<file path="src/rtl/gate_bist_driver.sv">
// rtl/gate_bist_driver.sv - BIST pattern driver with LFSR stimulus and MISR response compaction
// Optional golden compare is enabled by defining BIST_COMPARE_EN.
module gate_bist_driver #(
    parameter int PAT_W = 14,
    parameter int RSP_W = 10
) (
    input  logic             clk,
    input  logic             rst,
    input  logic             start,
    input  logic [15:0]      pattern_count,
    output logic [PAT_W-1:0] pat_o,
    input  logic [RSP_W-1:0] rsp_i,
    output logic             busy,
    output logic             done,
    output logic [15:0]      signature,
`ifdef BIST_COMPARE_EN
    input  logic [15:0]      golden,
`endif
    output logic             pass
);

    typedef enum logic [1:0] {
        IDLE    = 2'd0,
        APPLY   = 2'd1,
        CAPTURE = 2'd2,
        DONE    = 2'd3
    } state_t;

    state_t           state;
    state_t           state_next;
    logic [PAT_W-1:0] lfsr;
    logic [PAT_W-1:0] lfsr_next;
    logic [15:0]      misr;
    logic [15:0]      misr_next;
    logic [15:0]      count;
    logic             accept;
    logic             last_pattern;

    assign accept       = (state == IDLE) && start;
    assign last_pattern = (count == 16'd1);

    assign lfsr_next = {lfsr[PAT_W-2:0], lfsr[13] ^ lfsr[12] ^ lfsr[11] ^ lfsr[1]};
    assign misr_next = {misr[14:0], misr[15] ^ misr[14] ^ misr[12] ^ misr[3]} ^ 16'(rsp_i);

    always_ff @(posedge clk) begin
        if (rst) begin
            state <= IDLE;
        end else begin
            state <= state_next;
        end
    end

    always_comb begin
        state_next = state;
        case (state)
            IDLE:    if (start) state_next = (pattern_count == 16'd0) ? DONE : APPLY;
            APPLY:   state_next = CAPTURE;
            CAPTURE: state_next = last_pattern ? DONE : APPLY;
            DONE:    state_next = IDLE;
            default: state_next = IDLE;
        endcase
    end

    always_comb begin
        busy  = (state == APPLY) || (state == CAPTURE);
        done  = (state == DONE);
        pat_o = busy ? lfsr : '0;
    end

    // Response is sampled on the edge that ends CAPTURE, so the pattern has settled for two cycles.
    always_ff @(posedge clk) begin
        if (rst) begin
            lfsr  <= PAT_W'(1);
            misr  <= 16'h0000;
            count <= 16'h0000;
        end else if (accept) begin
            lfsr  <= PAT_W'(1);
            misr  <= 16'h0000;
            count <= pattern_count;
        end else if (state == CAPTURE) begin
            lfsr  <= lfsr_next;
            misr  <= misr_next;
            count <= count - 16'd1;
        end
    end

    assign signature = misr;

`ifdef BIST_COMPARE_EN
    logic pass_q;

    // Compare against the value the MISR takes on entering DONE.
    always_ff @(posedge clk) begin
        if (rst) begin
            pass_q <= 1'b0;
        end else if (accept) begin
            pass_q <= (pattern_count == 16'd0) && (golden == 16'h0000);
        end else if ((state == CAPTURE) && last_pattern) begin
            pass_q <= (misr_next == golden);
        end
    end

    assign pass = pass_q;
`else
    assign pass = 1'b0;
`endif

endmodule

</file>
<file path="config.mk">
export PLATFORM = sky130hd
export DESIGN_NAME = gate_bist_driver
export DESIGN_NICKNAME = d
export VERILOG_FILES = /design/src/rtl/gate_bist_driver.sv
export SDC_FILE = /design/constraint.sdc
export NUM_CORES = 1
export LEC_CHECK = 0
export ABC_AREA = 1
export ABC_CLOCK_PERIOD_IN_PS = 1870
export BUFFER_PORTS_ARGS = -buffer_cell sky130_fd_sc_hd__buf_2
export CAP_MARGIN = 0
export CORE_MARGIN = 4
export CORE_UTILIZATION = 54
export DETAILED_ROUTE_END_ITERATION = 7
export PLACE_DENSITY_LB_ADDON = 0.1
export SYNTH_ARGS = -nofsm -noshare
export SYNTH_HDL_FRONTEND = slang
export SYNTH_SLANG_ARGS = --single-unit
export TNS_END_PERCENT = 100
</file>
<file path="constraint.sdc">
create_clock -name clk -period 1.87 [get_ports clk]
set_input_delay 0.0935 -clock clk [delete_from_list [all_inputs] [get_ports clk]]
set_output_delay 0.0935 -clock clk [all_outputs]
set_load 0.05 [all_outputs]
</file>
==> flow_summary.rst <==
.. list-table::
   :header-rows: 1

   * - Metric
     - Value
   * - Seq/Total Area, Yosys
     - 0.348
   * - DRC Markers
     - 0
   * - Setup violation total in the final timing report
     - 0
   * - Buf+Inv Stages, Crit Path
     - 3
   * - Max-capacitance violation count
     - 0
   * - Number of buffers between clock root and the deepest sink
     - 2
   * - Synthesized netlist net count
     - 460
   * - Total power density per cell area
     - 914 mW/mm²
   * - Sequence of cells on the critical path
     - inv_1, ha_4, nand2_1, inv_1, buf_2
   * - Number of nets in the final layout
     - 512
   * - Clock tree from TritonCTS
     - built
   * - Highest clock rate
     - 604 MHz
   * - Vias
     - 2667
   * - Stage delay of the slowest cell on the critical path
     - 0.39 ns
   * - Hold Worst Slack
     - 0.0716 ns
   * - Post-cts repair resize count
     - 1
   * - Row cnt
     - 25
   * - Global-route wire length before repair
     - 11100 µm
   * - Most prevalent standard cell on the critical path
     - inv_1
   * - Shortest period the worst path allows
     - 1.66 ns
   * - Flop-to-flop setup slack
     - 0.26 ns
   * - Largest net degree at the start of global routing
     - 31
   * - Family with the most delay on the worst path
     - buffers and inverters
   * - Tcrit/Tclk final
     - 0.885
   * - Area of the die
     - 0.00632 mm²
   * - Diodes inserted
     - 0
   * - Number of flops mapped to enable cells by yosys
     - 0
   * - Tightest Hold Check Type
     - in -> reg
   * - Async SR Flop Fraction
     - 0
   * - Horiz. Die Dim
     - 79.5 µm
   * - Remaining antenna violation count after routing
     - 0
   * - Number of distinct standard cells referenced by the synthesized netlist
     - 28
   * - Share of final-layout standard cells stronger than drive strength 1
     - 0.197
   * - Cell types with the highest counts after synthesis
     - nand2_1, inv_1, nor2_1, dfxtp_1, a21oi_1
   * - Dominant synthesized flop cell
     - dfxtp_1
   * - Area growth from synthesis to layout
     - 15.9%
   * - Max-slew headroom at the worst pin
     - 0.665
   * - Maximum fanout encountered on the critical timing path
     - 15
   * - Insertion delay to the later sink of the worst-skew pair
     - 0.30 ns
   * - Initial core utilization
     - 0.569
   * - Core Region
     - 0.00485 mm²
   * - Arrival time of data at the critical path endpoint
     - 1.56 ns
   * - Aggregate global-route resource usage
     - 0.216
   * - Count of cells along the worst hold path
     - 3
   * - Total wire length after detailed routing
     - 6440 µm
   * - Number of iterations in the first detailed-routing pass
     - 5
   * - Crit. End Element
     - output pin
   * - Number of synthesized register bits
     - 48
   * - Number of top-level design ports
     - 62
   * - Total congestion overflow after global routing
     - 0
   * - Placed Instance Area
     - 0.00307 mm²
   * - Hold Path End
     - count[3]
   * - Largest area contributor in the netlist
     - dfxtp_1
   * - Via count of the first global-routing pass
     - 2348
   * - Worst reg2reg path endpoint
     - count[8]
   * - Outcome
     - completed
   * - Cell count after synthesis
     - 425
   * - Largest voltage drop on the vdd net
     - 643 µV
   * - Setup TNS
     - 0 ns
   * - Worst EP required
     - 1.78 ns
   * - Most instantiated library cell after synthesis
     - nand2_1
   * - Die H
     - 79.5 µm
   * - Type of the worst setup path
     - reg -> out
   * - CTS root buf
     - clkbuf_8
   * - Critical-path cell with the highest stage delay
     - dfxtp_1
   * - Antenna violations before repair
     - 0
   * - Placer Congestion
     - 0.896
   * - Buffers inserted by post-CTS timing repair
     - 0
   * - Reg2reg path depth
     - 9
   * - Post-layout instance area
     - 0.00320 mm²
   * - Core utilization of the finished layout
     - 0.659
   * - Final Skew
     - 0.00577 ns
   * - DRT iter0 DRCs
     - 252
   * - Category of the worst setup path launch point
     - register
   * - Leakage power
     - 0.00169 µW
   * - Reg2reg start
     - state[0]
   * - Final Max Tran Viols
     - 0
   * - Top area cells in the synthesized netlist
     - dfxtp_1, nand2_1, inv_1, nor2_1, a21oi_1
   * - Quantity of I/O buffers inserted on ports
     - 60
   * - Warnings, synthesis
     - 0
   * - Slew at the pin closest to its max-slew limit
     - 0.501 ns
   * - Routed wirelength normalized by instance count
     - 11.8 µm
   * - Number of buffers added to fix hold violations after cts
     - 0
   * - Area of the mapped netlist
     - 0.00276 mm²
   * - Final HPWL DP
     - 4690 µm
   * - Hold Startpoint
     - pattern_count[3]
   * - Clock net sink count
     - 48
   * - Hold Vio Cnt, Final
     - 0
   * - Clock-pin slew of the registers on the worst-case setup and hold paths
     - 0.10 ns
   * - Number of clock buffers inserted by TritonCTS
     - 5
   * - Synthesized area per cell
     - 6.49 µm²
   * - RSZ-0062 raised after global routing
     - false
   * - Number of levels the H-tree was split into
     - 2
   * - Area share of the largest cell type after synthesis
     - 0.348
   * - Via density per instance
     - 4.89
-- per-stage QoR --
step                worst slack, ns  total power, µW  instances
floorplan                    0.0250             1920        425
global placement              0.354             2120        537
detailed placement            0.275             2140        537
CTS                          0.0752             2920        545
global route                 0.0913             3120        545
finish                        0.214             2920        545
-- layer usage --
layer / track usage / vias to the layer above / wire length, µm
li1: - / 1402 / -
met1: 0.313 / 1175 / 3100
met2: 0.335 / 85 / 2870
met3: 0.0406 / 5 / 422
met4: 0.0430 / 0 / 42
met5: 0 / - / 0
-- how the worst max path moves through the flow --
stage / start / endpoint / slack (ns) / cells past startpoint
3_3_place_gp: state[1] / pat_o[10] / 0.35 / 5
3_5_place_dp: state[0] / lfsr[0] / 0.27 / 8
2_1_floorplan: state[0] / pat_o[10] / 0.03 / 5
4_1_cts: state[0] / pat_o[12] / 0.08 / 5
5_1_grt: state[1] / pat_o[5] / 0.09 / 5
6_report: state[0] / pat_o[12] / 0.21 / 5
-- cell usage in the layout, fill, tap and decap left out --
cell	n
o21ai_1	2
nor3_1	1
nand2_1	119
ha_1	5
o211ai_1	2
nand2_2	3
inv_2	3
clkbuf_8	5
clkinvlp_4	1
nor2_4	2
nand4_1	4
nor2_1	52
a21oi_1	29
buf_2	60
nand3_1	17
nor2_8	1
a21oi_2	5
xor2_1	14
ha_4	1
nand2_4	1
nor2_2	2
inv_6	1
bufinv_16	1
inv_1	62
a31oi_1	4
o22ai_1	1
o21ai_0	21
conb_1	1
dfxtp_1	48
xnor2_1	2
buf_4	7
xor2_2	1
-- power breakdown --
part	switching, µW	internal [µW]	leakage (µW)	total (µW)
sequential	69.9	1090	0.000390	1160
combinational	671	313	0.00125	984
clock	376	403	0.0000548	779
total	1120	1810	0.00169	2920
-- layout make-up --
type	count	area (µm²)
inverter	65	244
clock buffer	5	68.8
multi-input combinational	290	1440
timing repair buffer	67	353
sequential	48	961
tap	67	83.8
fill	462	1650
clock inverter	3	46.3
-- registers in the layout, indices dropped and copies added, names as in the netlist --
register and cells:
lfsr 14, count 16, signature 16, state 2
-- kinds of logic after synthesis --
logic type / synth area share
adders and majority gates: 0.0272
other: 0.00136
AOI/OAI and AO/OA: 0.127
xor gates and xnor gates: 0.0567
DFF: 0.348
and+or+nand+nor: 0.305
buffers and inverters: 0.134
-- worst reg2reg max path: stages (launching register included) --
cell and delay [ns]:
dfxtp_1 0.39, inv_1 0.11, ha_1 0.31, inv_2 0.14, nand2_2 0.17, inv_1 0.15
nand2_1 0.06, nand2_1 0.05, inv_1 0.03, a21oi_1 0.13
Power figures use the tool's default switching activity.
